$ cat src/rtl/mem_stage_if.sv
// Data-cache request/response bus between the MEM stage (master) and the cache (slave).
interface mem_stage_if #(
  parameter int unsigned XLEN = 32
);
  logic            dmem_read;
  logic            dmem_write;
  logic [XLEN-1:0] dmem_address;
  logic [XLEN-1:0] dmem_wdata;
  logic [3:0]      dmem_byte_enable;
  logic            dmem_resp;
  logic [XLEN-1:0] dmem_rdata;

  modport master (
    output dmem_read, dmem_write, dmem_address, dmem_wdata, dmem_byte_enable,
    input  dmem_resp, dmem_rdata
  );

  modport slave (
    input  dmem_read, dmem_write, dmem_address, dmem_wdata, dmem_byte_enable,
    output dmem_resp, dmem_rdata
  );
endinterface

$ cat src/rtl/mem_stage.sv
// Pipeline MEM stage: issues data-cache requests, aligns store lanes, extends load data
// and hands one valid result per instruction to MEM/WB.
module mem_stage #(
  parameter int unsigned XLEN = 32
) (
  input  logic            clk,
  input  logic            rst,
  input  logic            exmem_valid,
  input  logic            mem_read,
  input  logic            mem_write,
  input  logic [2:0]      funct3,
  input  logic [XLEN-1:0] alu_out,
  input  logic [XLEN-1:0] rs2_data,
  input  logic            stall_in,
  mem_stage_if.master     dmem,
  output logic            mem_stall,
  output logic [XLEN-1:0] mem_data_out,
  output logic            mem_wb_valid,
  output logic [3:0]      mem_rmask,
  output logic [3:0]      mem_wmask,
  output logic            misalign
);

  typedef enum logic [1:0] {IDLE, BUSY, HOLD} state_e;

  state_e          state_q, state_d;
  logic [XLEN-1:0] addr_q, addr_d;
  logic [2:0]      f3_q, f3_d;
  logic            rd_q, rd_d, wr_q, wr_d;
  logic [XLEN-1:0] wdata_q, wdata_d;
  logic [3:0]      be_q, be_d;
  logic            valid_q, valid_d;
  logic [XLEN-1:0] data_q, data_d;
  logic [3:0]      rmask_q, rmask_d, wmask_q, wmask_d;
  logic            mis_q, mis_d;

  logic            accept, is_mem, is_store, acc_mis, hold_result;
  logic [3:0]      acc_mask;
  logic [XLEN-1:0] acc_wdata, load_val;
  logic [7:0]      ld_byte;
  logic [15:0]     ld_half;

  // funct3[1] set selects a word (covers the undefined 011/110/111 codes)
  assign accept    = exmem_valid && !stall_in;
  assign is_mem    = mem_read || mem_write;
  assign is_store  = mem_write && !mem_read;
  assign acc_mis   = (funct3[1:0] == 2'b01 && alu_out[0]) || (funct3[1] && alu_out[1:0] != 2'b00);
  assign acc_mask  = funct3[1] ? 4'b1111 :
                     funct3[0] ? (4'b0011 << alu_out[1:0]) : (4'b0001 << alu_out[1:0]);
  assign acc_wdata = funct3[1] ? rs2_data :
                     funct3[0] ? {2{rs2_data[15:0]}} : {4{rs2_data[7:0]}};

  assign ld_byte  = dmem.dmem_rdata[{addr_q[1:0], 3'b000} +: 8];
  assign ld_half  = dmem.dmem_rdata[{addr_q[1], 4'b0000} +: 16];
  assign load_val = f3_q[1] ? dmem.dmem_rdata :
                    f3_q[0] ? {{16{!f3_q[2] && ld_half[15]}}, ld_half} :
                              {{24{!f3_q[2] && ld_byte[7]}}, ld_byte};

  always_ff @(posedge clk) begin
    if (rst) begin
      state_q <= IDLE;
      addr_q  <= '0;
      f3_q    <= '0;
      rd_q    <= 1'b0;
      wr_q    <= 1'b0;
      wdata_q <= '0;
      be_q    <= '0;
      valid_q <= 1'b0;
      data_q  <= '0;
      rmask_q <= '0;
      wmask_q <= '0;
      mis_q   <= 1'b0;
    end else begin
      state_q <= state_d;
      addr_q  <= addr_d;
      f3_q    <= f3_d;
      rd_q    <= rd_d;
      wr_q    <= wr_d;
      wdata_q <= wdata_d;
      be_q    <= be_d;
      valid_q <= valid_d;
      data_q  <= data_d;
      rmask_q <= rmask_d;
      wmask_q <= wmask_d;
      mis_q   <= mis_d;
    end
  end

  // The valid cycle itself is spent in IDLE so a new instruction can be accepted
  // alongside it; HOLD is only entered when stall_in blocks that handoff.
  assign hold_result = stall_in && ((state_q == IDLE && valid_q) || state_q == HOLD);

  always_comb begin
    state_d = state_q;
    addr_d  = addr_q;
    f3_d    = f3_q;
    rd_d    = rd_q;
    wr_d    = wr_q;
    wdata_d = wdata_q;
    be_d    = be_q;
    valid_d = 1'b0;
    data_d  = '0;
    rmask_d = '0;
    wmask_d = '0;
    mis_d   = 1'b0;
    case (state_q)
      IDLE: begin
        if (hold_result) begin
          state_d = HOLD;
        end else if (accept) begin
          if (is_mem && !acc_mis) begin
            state_d = BUSY;
            addr_d  = alu_out;
            f3_d    = funct3;
            rd_d    = mem_read;
            wr_d    = is_store;
            wdata_d = acc_wdata;
            be_d    = acc_mask;
          end else begin
            valid_d = 1'b1;
            mis_d   = is_mem;
          end
        end
      end
      BUSY: begin
        if (dmem.dmem_resp) begin
          state_d = IDLE;
          valid_d = 1'b1;
          data_d  = rd_q ? load_val : '0;
          rmask_d = rd_q ? be_q : '0;
          wmask_d = wr_q ? be_q : '0;
        end
      end
      HOLD: begin
        if (!stall_in) state_d = IDLE;
      end
      default: state_d = IDLE;
    endcase
    if (hold_result) begin
      valid_d = 1'b1;
      data_d  = data_q;
      rmask_d = rmask_q;
      wmask_d = wmask_q;
      mis_d   = mis_q;
    end
  end

  always_comb begin
    dmem.dmem_read        = 1'b0;
    dmem.dmem_write       = 1'b0;
    dmem.dmem_address     = '0;
    dmem.dmem_wdata       = '0;
    dmem.dmem_byte_enable = '0;
    mem_stall             = 1'b0;
    case (state_q)
      IDLE: mem_stall = accept && is_mem && !acc_mis;
      BUSY: begin
        dmem.dmem_read        = rd_q && !dmem.dmem_resp;
        dmem.dmem_write       = wr_q && !dmem.dmem_resp;
        dmem.dmem_address     = {addr_q[XLEN-1:2], 2'b00};
        dmem.dmem_wdata       = wr_q ? wdata_q : '0;
        dmem.dmem_byte_enable = wr_q ? be_q : '0;
        mem_stall             = !dmem.dmem_resp;
      end
      default: ;
    endcase
    mem_wb_valid = valid_q;
    mem_data_out = data_q;
    mem_rmask    = rmask_q;
    mem_wmask    = wmask_q;
    misalign     = mis_q;
  end

endmodule

$ cat src/flat_wrapper.sv
// flat-port wrapper written by rule: the top's interface ports become plain ports
module mem_stage_flat 
#(
  parameter int unsigned XLEN = 32
)
  (clk, rst, exmem_valid, mem_read, mem_write, funct3, alu_out, rs2_data, stall_in, mem_stall, mem_data_out, mem_wb_valid, mem_rmask, mem_wmask, misalign, dmem_dmem_read, dmem_dmem_write, dmem_dmem_address, dmem_dmem_wdata, dmem_dmem_byte_enable, dmem_dmem_resp, dmem_dmem_rdata);
  mem_stage_if #(.XLEN(XLEN)) dmem_i ();
  input  logic clk;
  input  logic rst;
  input  logic exmem_valid;
  input  logic mem_read;
  input  logic mem_write;
  input  logic [2:0] funct3;
  input  logic [XLEN-1:0] alu_out;
  input  logic [XLEN-1:0] rs2_data;
  input  logic stall_in;
  output logic mem_stall;
  output logic [XLEN-1:0] mem_data_out;
  output logic mem_wb_valid;
  output logic [3:0] mem_rmask;
  output logic [3:0] mem_wmask;
  output logic misalign;
  output wire logic [$bits(dmem_i.dmem_read)-1:0] dmem_dmem_read;
  output wire logic [$bits(dmem_i.dmem_write)-1:0] dmem_dmem_write;
  output wire logic [$bits(dmem_i.dmem_address)-1:0] dmem_dmem_address;
  output wire logic [$bits(dmem_i.dmem_wdata)-1:0] dmem_dmem_wdata;
  output wire logic [$bits(dmem_i.dmem_byte_enable)-1:0] dmem_dmem_byte_enable;
  input wire logic [$bits(dmem_i.dmem_resp)-1:0] dmem_dmem_resp;
  input wire logic [$bits(dmem_i.dmem_rdata)-1:0] dmem_dmem_rdata;
  assign dmem_dmem_read = dmem_i.dmem_read;
  assign dmem_dmem_write = dmem_i.dmem_write;
  assign dmem_dmem_address = dmem_i.dmem_address;
  assign dmem_dmem_wdata = dmem_i.dmem_wdata;
  assign dmem_dmem_byte_enable = dmem_i.dmem_byte_enable;
  assign dmem_i.dmem_resp = dmem_dmem_resp;
  assign dmem_i.dmem_rdata = dmem_dmem_rdata;
  mem_stage #(.XLEN(XLEN)) u_core (.clk(clk), .rst(rst), .exmem_valid(exmem_valid), .mem_read(mem_read), .mem_write(mem_write), .funct3(funct3), .alu_out(alu_out), .rs2_data(rs2_data), .stall_in(stall_in), .dmem(dmem_i), .mem_stall(mem_stall), .mem_data_out(mem_data_out), .mem_wb_valid(mem_wb_valid), .mem_rmask(mem_rmask), .mem_wmask(mem_wmask), .misalign(misalign));
endmodule
$ cat config.mk
export PLATFORM = sky130hd
export DESIGN_NAME = mem_stage_flat
export DESIGN_NICKNAME = d
export VERILOG_FILES = /design/src/rtl/mem_stage_if.sv /design/src/rtl/mem_stage.sv /design/src/flat_wrapper.sv
export SDC_FILE = /design/constraint.sdc
export NUM_CORES = 1
export LEC_CHECK = 0
export CAP_MARGIN = 20
export CORE_ASPECT_RATIO = 1.5
export CORE_MARGIN = 2
export CORE_UTILIZATION = 25
export CTS_CLUSTER_SIZE = 8
export DETAILED_ROUTE_END_ITERATION = 7
export PLACE_DENSITY_LB_ADDON = 0.12
export SLEW_MARGIN = 10
export SYNTH_ARGS = -nofsm -noshare
export SYNTH_HDL_FRONTEND = slang
export SYNTH_SLANG_ARGS = --single-unit
$ cat constraint.sdc
create_clock -name clk -period 2.05 [get_ports clk]
set_input_delay 0.205 -clock clk [delete_from_list [all_inputs] [get_ports clk]]
set_output_delay 0.205 -clock clk [all_outputs]
set_load 0.05 [all_outputs]
# [Yosys cells after proc, flatten, opt, wreduce, memory -nomap -nowiden]
# Index checks and enable logic that the tools add are counted.
[totals] reg_bits=117 latch_bits=0 mem_bits_rw=0 mem_bits_ro=0 inputBits=106 out_inout_bits=113 word_cells=85 mem_count=0
[op_classes] addsub=0 n_mul=0 div_mod_pow=0 order_cmp=0 n_eq_ne=7 shift=4 muxes=36 bitwise=1 n_reduce_logical=25
[ops] op="32-bit 2-to-1 mux" count=10
[ops] op="4-bit 2-to-1 mux" count=9
[ops] op="32-bit by 6-bit indexed part select with 16-bit output" count=1
[ops] op="32-bit by 6-bit indexed part select with 8-bit output" count=1
[ops] op="1-bit logical AND" count=13
[ops] op="2-bit 2-to-1 mux" count=5
[ops] op="1-bit 2-to-1 mux" count=9
[ops] op="4-bit AND reduction" count=2
[ops] op="2-bit one-hot mux with 3 select lines" count=1
[ops] op="1-bit zero test" count=5
[ops] op="2-bit by 1-bit equality test with 1-bit output (second input constant)" count=2
[ops] op="2-bit != test (second input constant)" count=2
[ops] op="1-bit one-hot mux with 2 select lines" count=2
[ops] op="1-bit by 2-bit << shifter with 4-bit output (first input constant)" count=1
[ops] op="2-bit by 2-bit << shifter with 4-bit output (first input constant)" count=1
[ops] op="1-bit logical OR" count=3
[ops] op="3-bit by 1-bit != test with 1-bit output (second input constant)" count=1
[ops] op="3-bit by 2-bit != test with 1-bit output (second input constant)" count=1
[ops] op="2-bit equality test (second input constant)" count=1
[ops] op="2-bit zero test" count=1
[ops] op="2-bit nonzero test" count=1
[ops] op="1-bit NOT" count=1

# [Depth between registers and ports, before layout]
# Gate-level depths: netlist (run 1).
[depth] word_depth=9 mapped_depth=7 ltp_nobuf=4

# [Worst setup path after synthesis (run 1)]
# No wires, ideal clock.
[synth_timing] path_type="register to output" startpoint="register u_core.state_q[0]" endpoint="output port dmem_dmem_read" arrival_ns=1.817 required_ns=1.845 slack_ns=0.028 path_stages_with_launch=3 n_path_buf=0 cell_sequence="dfxtp_1 -> or2b_1 -> nor3b_1"
[synth_between] elab_chain_cells=2
[synth_lines] element="from (decl)" line_no="mem_stage.sv:26" source="state_e state_q, state_d;"
[synth_lines] element="from (signal assigned)" line_no="mem_stage.sv:74" source="state_q <= state_d;"
[synth_lines] element="2-bit by 1-bit equality test with 1-bit output" line_no="mem_stage.sv:155" source="case (state_q)"
[synth_lines] element="1-bit 2-to-1 mux" line_no="mem_stage.sv:155"
[synth_lines] element="to (decl)" line_no="flat_wrapper.sv:23" source="output wire logic [$bits(dmem_i.dmem_read)-1:0] dmem_dmem_read;"
# No other way between the ends.

# [Worst setup path in the final report (run 1)]
[layout_timing] startpoint="register u_core.state_q[0]" endpoint="output port dmem_dmem_wdata[17]"
[layout_between] elab_chain_cells=2
[layout_lines] element="2-bit by 1-bit equality test with 1-bit output" line_no="mem_stage.sv:155"
[layout_lines] element="32-bit 2-to-1 mux" line_no="mem_stage.sv:155"
[layout_lines] element="to (decl)" line_no="flat_wrapper.sv:26" source="output wire logic [$bits(dmem_i.dmem_wdata)-1:0] dmem_dmem_wdata;"
# No other way between the ends.

==> impl_results.md, run 1 <==
- Status: finished clean
- Core area: ~21,000 um^2
- Actual slew at the worst max-slew pin: 0.673 ns
- Worst hold path class: in -> reg
- Crit path top cell by count: buf_12
- Synth Area per Inst: 8.33 um^2
- Layout Skew: roughly 0.010 ns
- Share of cells above drive strength 1: 0.180
- DRT Pass-1 Iters: 5
- Startpoint type of the worst setup path: register
- Cells after Synth: 640
- Syn-to-layout area delta: 74.2%
- GPL Wtd Cong: 0.791
- CTS Buffer Depth: 2
- Max Fclk: between 500 and 600 MHz
- Post-route minimum period: about 1.9 ns
- Initial DRC Count: 212
- Sequential fraction of the synthesis area: 0.439
- Leakage power: 3.45 nW
- Final Power: around 6.3 mW
- Post-DP HPWL: approximately 14,000 um
- Worst skew pair latency: around 0.42 ns
- Crit. End Element: output port
- Vias per std cell: between 4 and 5
- CTS tree: yes
- Initial Utilization: 0.254
- Global-route wire length before repair: 30,500 um
- Netlist cell types: 48
- Final Slew Violations: 0
- Number of synthesized flops with an enable pin: 0
- Synthesized flop and latch total: between 100 and 150
- Post-route DRC: 0
- Pwr per Cell Area: slightly below 700 nW/um^2
- Asr flop ratio synth: 0
- Synth area leader: dfxtp_1
- CP max stage cell: dfxtp_4
- Max IR drop VDD: roughly 0.00044 V
- Post-synth top area share: 0.439
- PortBufs: 216
- RSZ-0062 raised after global routing: false
- Max stage delay on crit path: roughly 0.4 ns
- CTS Buf Count: 17
- Most frequent cells in the layout: clkdlybuf4s50_1, dfxtp_1, nand2_1
- Tcrit/Tclk final: 0.934
- Clock transition at path regs: 0.06 ns
- Initial antenna violation count: 0
- Largest net degree at the start of global routing: 71
- Area contributors post-synth: dfxtp_1, nand2_1, a21oi_1
- Final setup fails: 0
- Antenna Cells: 0
- CP required: between 1.5 and 2 ns
- Nets@finish: ~950
- Max_slew headroom: 0.551
- I/O pin cnt: around 220
- CTS root buf: clkbuf_16
- Clk sinks: about 120
- Site Rows: 65
- Crit path DAT: ~1.7 ns
- Via count: ~5,500
- Final Hold Vio Count: 0
- Setup tns final: 0 ns
- Commonest non-fill, non-tap cell in the layout: clkdlybuf4s50_1
- Synth Warn #: 0
- Setup Crit Path Kind: reg -> out
- Max H-tree Level: 4
- Max-cap violations: 0
- Overall die width: 123 um
- Die Span Y: 183 um
- Vias in the first global route: ~5,600
- Worst-path maximum fanout: a little under 70
- Post-Route WL: just under 20,000 um
- Top delay family on crit path: simple AND/OR/NAND/NOR gates
- Most used DFF post-synth: dfxtp_1
- Remaining Overflow, GRT: 0
- Mapped cell area: 5330 um^2
- Buf/Inv on CP: 2
- Global Route Usage Sum: 0.175
- Wire length per cell: approximately 17 um
- CP Cell Sequence: nor2b_4 -> buf_12 -> and3_1 -> buf_12
- Full die area: around 23,000 um^2
- DRT antenna net count: 0
-- routing by layer --
layer | share of wire | vias to the layer above | GRT usage | wire length [um]
met5 | 0 | - | 0 | 0
met3 | 0.073 | 26 | 0.0588 | 1430
met2 | 0.53 | 178 | 0.314 | 10300
met4 | 0.025 | 0 | 0.0750 | 489
li1 | - | 2693 | - | -
met1 | 0.37 | 2592 | 0.181 | 7220
-- where the power goes --
group	switching [mW]	internal, mW
combinational	0.327	0.336
clock	1.12	2.18
sequential	0.0358	2.33
total	1.48	4.85
-- registers in the layout, indices dropped and copies added, names as in the netlist, 2 cells and up --
register and cells:
u_core.be_q 4, u_core.mem_rmask 4, u_core.mem_data_out 32, u_core.state_q 2
u_core.addr_q 32, u_core.f3_q 3, u_core.mem_wmask 4, u_core.wdata_q 32
-- worst register-to-register path, stage by stage (launching register included) --
cell      delay, ns
dfxtp_2        0.38
nand4b_1       0.24
or3_4          0.38
a2111o_1       0.52
a31oi_1        0.19
-- cell usage after synthesis (2+ instances only) --
library cell	instances
a32oi_1	5
buf_2	9
mux2_2	9
buf_4	3
a31oi_1	7
inv_1	3
a221oi_1	8
nand2_1	107
nor3b_1	5
o21ai_1	4
mux2i_1	18
a21oi_1	67
a22oi_1	11
a211oi_1	8
nor2_1	28
nor3_1	2
a221o_1	16
dfxtp_1	117
nand2b_1	4
and3_1	36
clkbuf_1	46
nand3b_1	23
a311oi_1	2
o21ai_0	47
and2_1	32
-- through the flow --
step	hold slack [ns]	area [um^2]	worst slack (ns)	instances	utilization
global route	0.209	9290	0.0476	1128	0.443
CTS	0.192	9280	0.0249	1128	0.442
detailed placement	0.444	8600	0.00257	1095	0.410
finish	0.209	9290	0.136	1128	0.443
floorplan	0.341	5340	0.0279	641	-
global placement	0.437	8600	0.0274	1095	0.410
-- timing repair --
item                                    in CTS  in global routing
hold buffers                                 0                  0
pin swaps                                    1                  2
endpoints found under the setup margin      30                 12
resized for setup                            5                  4
setup buffers                                1                  0
-- cells by family (layout without fill, tap and decap cells) --
logic type | Yosys count | after routing | share of synthesized area
AO/OA/AOI/OAI | 182 | 182 | 0.216
buffers and inverters | 63 | 282 | 0.0500
flip-flops | 117 | 117 | 0.439
multiplexers | 27 | 27 | 0.0528
other | 1 | 2 | 0.000703
AND/OR/NAND/NOR | 250 | 250 | 0.241
-- area by class of cell --
| class | instances | area (um^2) |
|---|---|---|
| clock buffer | 19 | 443 |
| clock inverter | 13 | 204 |
| sequential | 117 | 2350 |
| fill | 2053 | 11700 |
| timing repair buffer | 247 | 3180 |
| multi-input combinational | 461 | 2770 |
| tap | 268 | 335 |
| inverter | 3 | 11.3 |
-- final timing paths --
| path | from | to | slack [ns] | cells past startpoint |
|---|---|---|---|---|
| max | u_core.state_q[0]$_SDFFE_PP0P_ | dmem_dmem_wdata[17] | 0.14 | 4 |
| max reg2reg | u_core.state_q[1]$_SDFFE_PP0P_ | u_core.mem_data_out[13]$_SDFFE_PP0N_ | 0.27 | 4 |
| min reg2reg | u_core.addr_q[10]$_SDFFE_PP0P_ | u_core.addr_q[10]$_SDFFE_PP0P_ | 0.45 | 2 |
| min | rst | u_core.addr_q[19]$_SDFFE_PP0P_ | 0.21 | 2 |
Power figures use the tool's default switching activity.
==> run 2: changes to the inputs <==
Settings changed: CORE_MARGIN 2 to 5.
==> run 2 against run 1 <==
Total power is 5.5% lower; non-clock buffer count stayed put; die area is 8.3% higher; final area is 0.27% lower.
==> impl_results.md, run 2 (same netlist as run 1, synthesis figures left out) <==
- Status: finished clean
- Site Rows: between 60 and 70
- Crit. End Element: output port
- Post-Route WL: 20,600 um
- Die Span Y: 189 um
- Initial antenna violation count: 0
- CTS Buf Count: 17
- Crit path DAT: roughly 1.8 ns
- Worst skew pair latency: slightly above 0.4 ns
- Via count: 5,475
- Worst-path maximum fanout: 17
- Met3 routed WL: between 1000 and 1500 um
- Max Fclk: 507 MHz
- Cells after DPL: 1,091
- Tcrit/Tclk final: 0.962
- CP required: 1.85 ns
- Post-route minimum period: a little under 2 ns
- Switching Share: 0.236
- Fin cells: between 1,000 and 1,500
- Vias per std cell: about 4.9
- Worst setup margin: roughly 0.078 ns
- Max H-tree Level: 4
- Part of the power in registers: 0.395
- R2r setup slk: roughly 0.33 ns
- Reg2reg end: u_core.mem_data_out[24]$_SDFFE_PP0N_
- DRT antenna net count: 0
- Antenna Cells: 0
- Clk sinks: approximately 120
- Hold path endpoint: u_core.mem_rmask[3]$_SDFFE_PP0N_
- CTS Buffer Depth: 2
- Setup Slack @ Placement: -0.0307 ns
- Largest net degree at the start of global routing: approximately 70
- WL met2: between 10,000 and 15,000 um
- DRT met1 WL: about 7700 um
- Post-route DRC: 0
- Actual slew at the worst max-slew pin: between 0.6 and 0.7 ns
- RSZ-0062 raised after global routing: true
- Vias in the first global route: roughly 5,700
- Setup Crit Path Kind: reg -> out
- Initial Utilization: 0.253
- Share of cells above drive strength 1: 0.189
- Remaining Overflow, GRT: 0
- Overall die width: between 100 and 150 um
- Nets@finish: between 900 and 1,000
- P_sw: roughly 1.4 mW
- Initial DRC Count: around 240
- CTS root buf: clkbuf_16
- Final Hold Vio Count: 0
- Commonest non-fill, non-tap cell in the layout: clkdlybuf4s50_1
- Startpoint type of the worst setup path: register
- Combinational power share: 0.111
- Cell Int Power: ~4.6 mW
- Leakage power: around 3.4 nW
- Full die area: approximately 24,000 um^2
- GPL Wtd Cong: between 0.7 and 0.8
- Most frequent cells in the layout: clkdlybuf4s50_1, dfxtp_1, nand2_1
- Reg-to-reg startpoint: u_core.state_q[0]$_SDFFE_PP0P_
- Post-DP HPWL: ~15,000 um
- Final Slew Violations: 0
- Layout Skew: between 0.006 and 0.007 ns
- Clock transition at path regs: 0.05 ns
- Max-cap violations: 0
- Global-route wire length before repair: ~32,000 um
- Filler Cells Inserted: slightly above 2,000
- I/O pin cnt: roughly 220
- Clock share of power: 0.493
- Hold depth: 2
- Max IR drop VDD: around 0.00048 V
- HP Start: rst
- Reg2reg path depth: 5
- Max_slew headroom: 0.536
- Worst hold path class: in -> reg
- Syn-to-layout area delta: 73.7%
- CTS tree: yes
- Core area: about 21,000 um^2
- PortBufs: 216
- DRT Pass-1 Iters: 5
- Pwr per Cell Area: approximately 650 nW/um^2
- Uppermost layer routed: met4
- Final setup fails: 0
- Global Route Usage Sum: 0.165
- Wire length per cell: 18.3 um
- Hold bufs inserted after CTS: 0
## run 2: worst max path at each step
stage | startpoint | end | slack [ns] | depth (start not counted)
floorplan | u_core.state_q[0]$_SDFFE_PP0P_ | dmem_dmem_read | 0.03 | 2
global placement | stall_in | u_core.be_q[3]$_SDFFE_PP0P_ | 0.01 | 6
detailed placement | stall_in | u_core.wdata_q[21]$_SDFFE_PP0P_ | -0.03 | 6
CTS | u_core.state_q[1]$_SDFFE_PP0P_ | dmem_dmem_wdata[19] | 0.03 | 5
global route | u_core.state_q[1]$_SDFFE_PP0P_ | dmem_dmem_address[2] | -0.02 | 6
finish | u_core.state_q[1]$_SDFFE_PP0P_ | dmem_dmem_wdata[22] | 0.08 | 6
## run 2: worst max-delay path: stages (launching register included)
cell,delay [ns]
dfxtp_2,0.35
buf_4,0.16
nor2b_4,0.17
buf_4,0.15
clkbuf_16,0.16
and3_1,0.21
buf_12,0.15
## run 2: repair_timing
item | in CTS | in global routing
gates cloned | 0 | 2
setup endpoints to repair | 3 | 63
pin swaps | 0 | 1
gates resized for setup | 6 | 11
buffers inserted | 0 | 3
## run 2: final cells by class
| class | count | area [um^2] | area share |
|---|---|---|---|
| Inverter | 3 | 11.3 | 0.00122 |
| Timing Repair Buffer | 247 | 3180 | 0.343 |
| Tap cell | 268 | 335 | 0.0362 |
| Clock inverter | 8 | 98.8 | 0.0107 |
| Multi-Input combinational cell | 461 | 2810 | 0.303 |
| Clock buffer | 23 | 488 | 0.0527 |
| Sequential cell | 117 | 2340 | 0.253 |
## run 2: routing by layer
metal / vias up / GRT usage
met5: - / 0
met1: 2619 / 0.179
met3: 17 / 0.0564
met4: 0 / 0.0509
li1: 2682 / -
met2: 157 / 0.297
## run 2: power groups by stage
| stage | Clock [mW] | Combinational, mW | Sequential, mW |
|---|---|---|---|
| after floorplan | 0 | 0.285 | 2.41 |
| after global placement | 0 | 0.642 | 2.41 |
| after detailed placement | 0 | 0.651 | 2.41 |
| after CTS | 3.03 | 0.658 | 2.37 |
| after global routing | 3.13 | 0.730 | 2.37 |
| final | 2.95 | 0.667 | 2.37 |
## run 2: per-stage QoR
| step | area, um^2 | utilization | power, mW | hold WS (ns) | setup TNS [ns] |
|---|---|---|---|---|---|
| 4_1_cts | 9150 | 0.434 | 6.05 | 0.145 | 0 |
| 3_3_place_gp | 8540 | 0.405 | 3.05 | 0.438 | 0 |
| 2_1_floorplan | 5340 | - | 2.69 | 0.341 | 0 |
| 6_report | 9270 | 0.440 | 5.99 | 0.164 | 0 |
| 3_5_place_dp | 8540 | 0.405 | 3.06 | 0.442 | -0.120 |
| 5_1_grt | 9270 | 0.440 | 6.23 | 0.163 | -0.118 |
